`config.mk`:
```
export PLATFORM = sky130hd
export DESIGN_NAME = pa_core_trap_ctrl
export DESIGN_NICKNAME = d
export VERILOG_FILES = /design/src/rtl/pa_core_trap_ctrl.sv
export SDC_FILE = /design/constraint.sdc
export NUM_CORES = 1
export LEC_CHECK = 0
export ABC_CLOCK_PERIOD_IN_PS = 3400
export CELL_PAD_IN_SITES_DETAIL_PLACEMENT = 1
export CELL_PAD_IN_SITES_GLOBAL_PLACEMENT = 2
export CORE_ASPECT_RATIO = 2
export CORE_MARGIN = 1
export CORE_UTILIZATION = 30
export CTS_BUF_LIST = sky130_fd_sc_hd__clkbuf_8
export DETAILED_ROUTE_END_ITERATION = 10
export DONT_BUFFER_PORTS = 1
export HOLD_SLACK_MARGIN = 0.15
export PLACE_DENSITY_LB_ADDON = 0.05
export SYNTH_ARGS = -nofsm -noshare
export SYNTH_HDL_FRONTEND = slang
export SYNTH_SLANG_ARGS = --single-unit
```
`constraint.sdc`:
```
create_clock -name clk_i -period 3.4 [get_ports clk_i]
set_input_delay 0.68 -clock clk_i [delete_from_list [all_inputs] [get_ports clk_i]]
set_output_delay 0.68 -clock clk_i [all_outputs]
set_load 0.01 [all_outputs]
```
`src/rtl/pa_core_trap_ctrl.sv`:
```
`timescale 1ns/1ps
`default_nettype none
// ============================================================================
// Module   : pa_core_trap_ctrl
// Purpose  : Trap/return sequencer and sole writer of the CSR register file.
//            On an exception it serially writes mepc, mcause, mtval and
//            mstatus, then redirects fetch to mtvec (direct or vectored).
//            On MRET it restores mstatus and redirects fetch to mepc.
//            While idle it passes execute-stage CSR writes straight through.
// Ports    : clk_i, rst_n_i            - clock, synchronous active-low reset
//            excp_req_i/cause/pc/tval  - exception request and its payload
//            mret_req_i                - MRET request
//            inst_csr_*_i              - CSR-instruction write from execute
//            csr_mtvec/mepc/mstatus_i  - current CSR values
//            csr_waddr/_vld/wdata_o    - CSR file write port
//            hold_o                    - pipeline stall
//            jump_vld_o/jump_addr_o    - one-cycle fetch redirect
// Revision : 1.0 - initial release
// ============================================================================
module pa_core_trap_ctrl #(
  parameter int DATA_W = 32,
  parameter int CSR_W  = 12
) (
  input  logic              clk_i,
  input  logic              rst_n_i,
  input  logic              excp_req_i,
  input  logic [DATA_W-1:0] excp_cause_i,
  input  logic [DATA_W-1:0] excp_pc_i,
  input  logic [DATA_W-1:0] excp_tval_i,
  input  logic              mret_req_i,
  input  logic [CSR_W-1:0]  inst_csr_waddr_i,
  input  logic              inst_csr_waddr_vld_i,
  input  logic [DATA_W-1:0] inst_csr_wdata_i,
  input  logic [DATA_W-1:0] csr_mtvec_i,
  input  logic [DATA_W-1:0] csr_mepc_i,
  input  logic [DATA_W-1:0] csr_mstatus_i,
  output logic [CSR_W-1:0]  csr_waddr_o,
  output logic              csr_waddr_vld_o,
  output logic [DATA_W-1:0] csr_wdata_o,
  output logic              hold_o,
  output logic              jump_vld_o,
  output logic [DATA_W-1:0] jump_addr_o
);

  localparam logic [2:0] S_IDLE     = 3'd0;
  localparam logic [2:0] S_W_MEPC   = 3'd1;
  localparam logic [2:0] S_W_MCAUSE = 3'd2;
  localparam logic [2:0] S_W_MTVAL  = 3'd3;
  localparam logic [2:0] S_W_MSTAT  = 3'd4;
  localparam logic [2:0] S_T_JUMP   = 3'd5;
  localparam logic [2:0] S_R_MSTAT  = 3'd6;
  localparam logic [2:0] S_R_JUMP   = 3'd7;

  localparam logic [CSR_W-1:0] ADDR_MSTATUS = CSR_W'('h300);
  localparam logic [CSR_W-1:0] ADDR_MEPC    = CSR_W'('h341);
  localparam logic [CSR_W-1:0] ADDR_MCAUSE  = CSR_W'('h342);
  localparam logic [CSR_W-1:0] ADDR_MTVAL   = CSR_W'('h343);

  // Clears the two low bits of an address (word alignment).
  localparam logic [DATA_W-1:0] ALIGN_MASK = ~DATA_W'(3);

  logic [2:0]        state;
  logic [2:0]        state_nxt;
  logic [DATA_W-1:0] pc_q;
  logic [DATA_W-1:0] cause_q;
  logic [DATA_W-1:0] tval_q;
  logic [DATA_W-1:0] jump_addr_q;
  logic [DATA_W-1:0] mstatus_trap;
  logic [DATA_W-1:0] mstatus_ret;
  logic [DATA_W-1:0] trap_target;

  // --------------------------------------------------------------------------
  // State register
  // --------------------------------------------------------------------------
  always_ff @(posedge clk_i) begin
    if (!rst_n_i) begin
      state <= S_IDLE;
    end else begin
      state <= state_nxt;
    end
  end

  // --------------------------------------------------------------------------
  // Next-state logic; an exception outranks MRET in the same cycle
  // --------------------------------------------------------------------------
  always_comb begin
    state_nxt = state;
    case (state)
      S_IDLE: begin
        if (excp_req_i) begin
          state_nxt = S_W_MEPC;
        end else if (mret_req_i) begin
          state_nxt = S_R_MSTAT;
        end
      end
      S_W_MEPC:   state_nxt = S_W_MCAUSE;
      S_W_MCAUSE: state_nxt = S_W_MTVAL;
      S_W_MTVAL:  state_nxt = S_W_MSTAT;
      S_W_MSTAT:  state_nxt = S_T_JUMP;
      S_T_JUMP:   state_nxt = S_IDLE;
      S_R_MSTAT:  state_nxt = S_R_JUMP;
      S_R_JUMP:   state_nxt = S_IDLE;
      default:    state_nxt = S_IDLE;
    endcase
  end

  // --------------------------------------------------------------------------
  // Exception payload is captured on acceptance; the pipeline may change
  // these inputs while the sequence runs.
  // --------------------------------------------------------------------------
  always_ff @(posedge clk_i) begin
    if (!rst_n_i) begin
      pc_q    <= '0;
      cause_q <= '0;
      tval_q  <= '0;
    end else if (state == S_IDLE && excp_req_i) begin
      pc_q    <= excp_pc_i;
      cause_q <= excp_cause_i;
      tval_q  <= excp_tval_i;
    end
  end

  // Redirect target is remembered so jump_addr_o holds between jumps.
  always_ff @(posedge clk_i) begin
    if (!rst_n_i) begin
      jump_addr_q <= '0;
    end else if (jump_vld_o) begin
      jump_addr_q <= jump_addr_o;
    end
  end

  // --------------------------------------------------------------------------
  // mstatus rewrites: trap entry saves MIE into MPIE and clears MIE;
  // return restores MIE from MPIE and sets MPIE. Both force MPP to M-mode.
  // --------------------------------------------------------------------------
  always_comb begin
    mstatus_trap        = csr_mstatus_i;
    mstatus_trap[7]     = csr_mstatus_i[3];
    mstatus_trap[3]     = 1'b0;
    mstatus_trap[12:11] = 2'b11;
    mstatus_ret         = csr_mstatus_i;
    mstatus_ret[3]      = csr_mstatus_i[7];
    mstatus_ret[7]      = 1'b1;
    mstatus_ret[12:11]  = 2'b11;
  end

  // Vectored mode only applies to interrupts; the shift drops the interrupt
  // flag and wraps modulo 2^DATA_W.
  always_comb begin
    trap_target = csr_mtvec_i & ALIGN_MASK;
    if (csr_mtvec_i[1:0] == 2'b01 && cause_q[DATA_W-1]) begin
      trap_target = trap_target + (cause_q << 2);
    end
  end

  // --------------------------------------------------------------------------
  // Output logic
  // --------------------------------------------------------------------------
  always_comb begin
    csr_waddr_o     = '0;
    csr_waddr_vld_o = 1'b0;
    csr_wdata_o     = '0;
    jump_vld_o      = 1'b0;
    jump_addr_o     = jump_addr_q;
    case (state)
      S_IDLE: begin
        // A write arriving with a request is dropped; the request wins.
        if (!excp_req_i && !mret_req_i) begin
          csr_waddr_o     = inst_csr_waddr_i;
          csr_waddr_vld_o = inst_csr_waddr_vld_i;
          csr_wdata_o     = inst_csr_wdata_i;
        end
      end
      S_W_MEPC: begin
        csr_waddr_o     = ADDR_MEPC;
        csr_waddr_vld_o = 1'b1;
        csr_wdata_o     = pc_q & ALIGN_MASK;
      end
      S_W_MCAUSE: begin
        csr_waddr_o     = ADDR_MCAUSE;
        csr_waddr_vld_o = 1'b1;
        csr_wdata_o     = cause_q;
      end
      S_W_MTVAL: begin
        csr_waddr_o     = ADDR_MTVAL;
        csr_waddr_vld_o = 1'b1;
        csr_wdata_o     = tval_q;
      end
      S_W_MSTAT: begin
        csr_waddr_o     = ADDR_MSTATUS;
        csr_waddr_vld_o = 1'b1;
        csr_wdata_o     = mstatus_trap;
      end
      S_T_JUMP: begin
        jump_vld_o  = 1'b1;
        jump_addr_o = trap_target;
      end
      S_R_MSTAT: begin
        csr_waddr_o     = ADDR_MSTATUS;
        csr_waddr_vld_o = 1'b1;
        csr_wdata_o     = mstatus_ret;
      end
      S_R_JUMP: begin
        jump_vld_o  = 1'b1;
        jump_addr_o = csr_mepc_i & ALIGN_MASK;
      end
      default: begin
        csr_waddr_vld_o = 1'b0;
      end
    endcase
  end

  // Stall is raised in the request cycle itself so the pipeline freezes
  // before the sequence begins.
  assign hold_o = (state != S_IDLE) | excp_req_i | mret_req_i;

endmodule
`default_nettype wire

```
==> flow_summary.toml, run 1 <==
[setup_path]
crit_slowest_cell = "fa_2"
path_class = "register to output pin"
crit_required_ns = 2.72
crit_fanout = 3
worstPathCellList = "ha_4 -> fa_2 -> a21o_1 -> a221oi_4 -> or3_4 -> a21o_1 -> a21oi_2 -> a311oi_2 -> mux2_4 -> nand2_4"
start_kind = "register"
reg2reg_from = "cause_q[0]$_SDFFE_PN0P_"
worst_path_largest_cell_delay_ns = 0.39
reg2reg_to = "jump_addr_q[28]$_SDFFE_PN0N_"
cpMostUsedCell = "a21o_1"
r2r_setup_slack_ns = 0.69
r2r_cells = 11
critPathCaptureType = "output pin"
worstPathArrival_ns = 2.98

[flow_run]
max-cap-violations = 0

[cts]
postCtsHoldBufs = 0
clk_path_buf_depth = 2
cts.clk_slew.worst_paths_ns = 0.09
cts.htree.levels = 4
root_buffer = "clkbuf_8"
clk_latency_ns = 0.50
cts_buffers = 17
cts_tree = "built"
clock_sinks = 129

[grt]
track_usage_pct = 25.9
use_met1_pct = 27.6
grt-ovfl-total = 0
antenna_found_initial = 2
grt_busiest_layer = "met2"
grt_max_degree = 81
grt_pass1_vias = 8504
gr-usage-met2_pct = 48.4
grt_pass1_wl_um = 50900
gr-usage-met3_pct = 4.95

[outcome]
status = "finished, violations left"
violations = "negative setup slack"

[synthesis]
syn_inst = 1074
syn_area_per_cell_um2 = 7.22
ys_seq_area_share_pct = 33.3
synth_top_cell_area_share_pct = 33.3
synth.net_count = 1345
postSynth.asyncResetShare_pct = 0
synth_area_leader_cell = "dfxtp_1"
ys_types = 66
synth_ff_type = "dfxtp_1"
ys_top_cells_by_area = "dfxtp_1 33%, nand2_1 14%, a21oi_1 9.8%"
ys_seq_elements = 129
yosysWarnings = 0
synth_edf_count = 0
syn_area_um2 = 7760

[cells_and_area]
num-nets-final = 1404
syn_to_final_growth_pct = 28.9
postLayoutCoreUtil_pct = 39.6
drive_gt1_share_pct = 23.6
fin_area_um2 = 10000

[pwr]
ir_drop_mv = 0.258
power_density_nw_per_um2 = 452
power.total_mw = 4.52
leakage_nw = 3.93

[sta]
maxSlewHeadroom_pct = 39.2
min_period_ns = 3.66
hold_violations = 0
clock-skew-final_ns = 0.0119
tightestPinTransition_ns = 0.907
setup_slack_ns = -0.262
setup_viol = 19
min_period_over_period_pct = 108
drv_slew = 0
fin_hold_ws_ns = 0.290
rsz0062_at_grt = "true"
fmax_ghz = 0.273

[hold_path]
hp-class = "input pin to register"
whs_endpoint = "cause_q[9]$_SDFFE_PN0P_"
hold_start = "excp_cause_i[9]"
holdPathStages = 2

[detailed_routing]
final_antenna_net_count = 0
wire_per_inst_um = 22.6
drt_iter0_drc = 302
route.vias.total = 8010
routed_wl_um = 33500
vias_per_cell = 5.40
first_pass_iters = 4
drc = 0

[die]
die_y_um = 229
ios = 320
die_w_um = 116
initial_core_util_pct = 30.7
die-area_um2 = 26500
fp-row-count = 82
coreArea_um2 = 25200

[placement]
gp_congestion = 0.832
dpl.hpwl_um = 25800
portBuffers = 0
place_area_um2 = 8700
## synth_stat cells, drive strengths merged, types with 2 or more instances
library cell	number
nand2	279
a221oi	3
nand3	33
a311oi	3
or2	5
o31ai	5
o221ai	5
a211oi	6
and2	37
a31oi	5
dfxtp	129
nor2b	4
inv	9
a21o	17
buf	11
ha	29
nor3	11
o211a	3
and3	13
nor4	2
a221o	3
xor2	10
a21oi	155
mux2i	9
o21ai	44
a22oi	57
or3	11
nor2	42
clkbuf	69
a22o	2
o21a	7
mux2	3
xnor2	7
nand2b	6
nor3b	3
o21bai	4
o211ai	10
nand4	4
a31o	4
## cell families (layout without fill, tap and decap cells)
| kind of cell | Yosys count | after routing | synth area share, % |
|---|---|---|---|
| muxes | 12 | 12 | 1.60 |
| adders and majority gates | 30 | 30 | 4.94 |
| xor gates and xnor gates | 17 | 17 | 1.92 |
| buffers and inverters | 89 | 161 | 4.40 |
| DFF | 129 | 129 | 33.3 |
| and+or+nand+nor | 452 | 452 | 25.6 |
| AOI/OAI and AO/OA | 345 | 345 | 28.2 |
| other | 0 | 2 | 0 |
## per-layer routing
layer	wire length, um	vias up
met5	0	-
met1	12700	3876
met2	18200	204
met4	879	0
met3	1640	36
li1	-	3894
## placed cells by master, fill, tap and decap left out, types with 16 or more instances in the layout
cell	netlist	final
ha_4	0	16
clkbuf_8	0	18
nand3_1	33	31
and2_1	37	37
a22oi_1	57	56
a21o_1	17	17
a21oi_1	152	142
o21ai_0	42	25
nand2_1	279	272
dfxtp_1	129	115
nor2_1	42	37
buf_4	0	110
## where the power goes
part           total (mW)  internal (mW)  leakage, nW  switching (mW)
combinational        1.32          0.531         2.66           0.793
clock                1.49          0.754        0.211           0.737
sequential           1.71           1.62         1.06          0.0853
total                4.52           2.91         3.93            1.61
## worst max-delay path by stage
stage | startpoint | to | slack, ns | cells after the start
5_1_grt | cause_q[0]$_SDFFE_PN0P_ | jump_addr_o[30] | -0.37 | 10
6_report | cause_q[0]$_SDFFE_PN0P_ | jump_addr_o[30] | -0.26 | 10
3_3_place_gp | csr_mtvec_i[2] | jump_addr_o[30] | -0.29 | 10
2_1_floorplan | csr_mtvec_i[2] | jump_addr_o[30] | -0.02 | 10
4_1_cts | cause_q[0]$_SDFFE_PN0P_ | jump_addr_o[28] | -0.30 | 10
3_5_place_dp | csr_mtvec_i[2] | jump_addr_o[30] | -0.30 | 10
## worst max-delay path, delay by kind of cell (launching register included)
family	cells	cell delay [ns]
fa+ha+maj	2	0.56
compound gates	5	0.92
flops	1	0.37
simple gates	2	0.28
mux	1	0.35
## registers in the layout, indices dropped and copies added, names as in the netlist
name,cells
tval_q,32
cause_q,32
pc_q,30
state,3
jump_addr_q,32
## through the flow
stage	setup slack (ns)	cells	TNS (ns)
global placement	-0.294	1429	-2.26
CTS	-0.297	1481	-3.02
detailed placement	-0.295	1429	-2.58
floorplan	-0.0217	1074	-0.0217
finish	-0.262	1484	-2.31
global route	-0.368	1484	-4.69
## final cells by class
| cell class | count | area [um^2] |
|---|---|---|
| inverters | 9 | 35.0 |
| multi-input cells | 856 | 5530 |
| flip-flops and latches | 129 | 2620 |
| well taps | 336 | 420 |
| clock inverters | 14 | 176 |
| fillers | 3119 | 15200 |
| diodes | 2 | 5.00 |
| clock buffers | 18 | 248 |
| repair buffers | 120 | 965 |
## timing repair
action / 4_1_cts / 5_1_grt
setup buffers: 22 / 3
endpoints found under the hold margin: 0 / 0
pin swaps: 47 / 25
setup endpoints to repair: 25 / 26
resized for setup: 127 / 22
Note: power is estimated with default switching activity, not from simulation.
==> inputs of run 2 (changes only) <==
- CTS_CLUSTER_DIAMETER: unset -> 80
==> results of run 2 <==
Final layout, timing and power as in run 1 (identical DEF).
==> inputs of run 3 (changes only) <==
- HOLD_SLACK_MARGIN: 0.15 -> 0.03
- SLEW_MARGIN: unset -> 20
==> results of run 3 <==
Final layout, timing and power as in run 1 (identical DEF).
==> edit: new RTL, settings of run 3 <==
Register the input `excp_pc_i` before use, with the module's reset. The logic sees it one clock later. The other inputs are not delayed to match.
--- a/src/rtl/pa_core_trap_ctrl.sv
+++ b/src/rtl/pa_core_trap_ctrl.sv
@@ -61,2 +61,12 @@
 
+  logic [DATA_W-1:0] excp_pc_q;
+
+  always_ff @(posedge clk_i) begin
+    if (!rst_n_i) begin
+      excp_pc_q <= '0;
+    end else begin
+      excp_pc_q <= excp_pc_i;
+    end
+  end
+
   logic [2:0]        state;
@@ -116,3 +126,3 @@
     end else if (state == S_IDLE && excp_req_i) begin
-      pc_q    <= excp_pc_i;
+      pc_q    <= excp_pc_q;
       cause_q <= excp_cause_i;
Function: changed (Yosys sat finds a counterexample within 4 cycles, from zero or initial values and one cycle with rst_n_i low).
==> edit against run 3 <==
  * Sequential cell count rose by 30
  * Design area rose by 6.1%
  * Power increased by 5.1%
  * Critical endpoint unchanged
  * Wire length up 1.8%
  * First-iteration DRC count is 15% higher
  * Register-to-register slack improved by 0.02 ns
  * Setup slack got worse by 0.0040 ns
  * Largest power group unchanged
  * Synthesized area increased by 10%
  * The run still ends with setup timing left
==> edit: results (changes against run 3) <==
status: finished, violations left
violated checks: setup timing
top cells by count, synth: nand2_1 (276), dfxtp_1 (159), a21oi_1 (150)
relative slew slack: 46.3% (+7.1 points)
vias per inst: 5.39 (about the same)
final hold slack: 0.302 ns (+0.0121 ns)
Setup violations, final: 16 (-3)
pin count of the biggest net entering global routing: 76 (-6.2%)
XOR/XNOR Fraction of Synth Area: 1.74% (-0.18 points)
maximum vdd drop: 0.261 mV (+1.1%)
pre-CTS setup slack: -0.207 ns (+0.0881 ns)
R2R Setup Slk: 0.71 ns (+0.02 ns)
routed wire length: 34100 µm (+1.8%)
first-pass GRT wire length: 50600 µm (-0.72%)
FF-to-FF path depth: 12 (+1)
antenna violations before repair: 5 (+3)
initial drt markers: 346 (+15%)
Routability Congestion: 0.807 (-2.9%)
depth of the CTS H-tree: 4 (unchanged)
share of cells above drive strength 1: 21.5% (-2.1 points)
post-synthesis sequential area ratio: 37.2% (+3.9 points)
number of synthesis warnings: 0 (unchanged)
post-synthesis compound-gate area fraction: 25.8% (-2.4 points)
Reg clk slew, reported paths: 0.11 ns (+0.02 ns)
worst setup margin: -0.266 ns (-0.00401 ns)
Layout Skew: 0.0175 ns (+0.00560 ns)
GRT Overall Usage: 23.4% (-2.5 points)
hold_sp: excp_cause_i[28]
DP HPWL: 25600 µm (-0.91%)
Sw Share: 35.2% (-0.51 points)
Post-Synth Adder-Cell Area: 4.48% (-0.46 points)
vias in the first global route: 8672 (+2.0%)
Worst R2R End: jump_addr_q[24]
Hold Path End: cause_q[28]
Worst EP arrival: 2.99 ns (about the same)
Synth cell types: 67 (+1.5%)
P_leak: 4.13 nW (+5.3%)
CP max-delay cell: mux2_2
Final Net Count: 1449 (+3.2%)
clk_lat worst skew: 0.50 ns (about the same)
==> edit: power by group through the flow <==
stage,logic (mW),clock network [mW],registers [mW]
finish,1.24,1.45,2.06
global route,1.37,1.58,2.07
CTS,1.22,1.52,2.06
detailed placement,1.12,0,2.10
global placement,1.10,0,2.10
floorplan,0.751,0,2.06
==> edit: final cells by class <==
class	count	area, µm²
Clock buffer	17	234
Inverter	9	36.3
Multi-Input combinational cell	884	5610
Tap cell	356	445
Fill cell	3398	17500
Antenna cell	6	15.0
Clock inverter	14	150
Timing Repair Buffer	107	888
Sequential cell	159	3220
==> edit: worst max path at each step <==
stage | startpoint | endpoint
after floorplan | csr_mtvec_i[2] | jump_addr_o[30]
after global placement | csr_mtvec_i[6] | jump_addr_o[19]
after detailed placement | csr_mtvec_i[6] | jump_addr_o[19]
after CTS | cause_q[0] | jump_addr_o[30]
after global routing | cause_q[0] | jump_addr_o[30]
final | cause_q[0] | jump_addr_o[30]
==> edit: cells by family (layout without fill, tap and decap cells) <==
kind of cell    Yosys count  in the layout
simple gates            481            481
compound gates          346            346
flops                   159            159
buf+inv                  93            147
fa+ha+maj                30             30
xor+xnor                 17             17
mux                      10             10
other cells               0              6
==> edit: through the flow <==
stage,util [%],instance area [µm²],instances,setup TNS [ns]
final,37.8,10600,1552,-2.04
after global routing,37.7,10600,1551,-4.57
after CTS,36.9,10400,1543,-2.79
after detailed placement,33.8,9500,1501,-1.28
after global placement,33.7,9480,1500,-1.16
after floorplan,-,8570,1136,-0.0217
==> edit: what timing repair did <==
item / in CTS / in global routing
endpoints found under the setup margin: 39 / 36
setup buffers: 14 / 3
pin swaps: 39 / 36
gates resized for setup: 106 / 35
==> edit: metal layers <==
metal	global-route usage, %	part of all wire [%]
met4	9.61	2.5
met5	0	0
met1	24.8	38
met2	43.5	55
met3	5.51	4.7
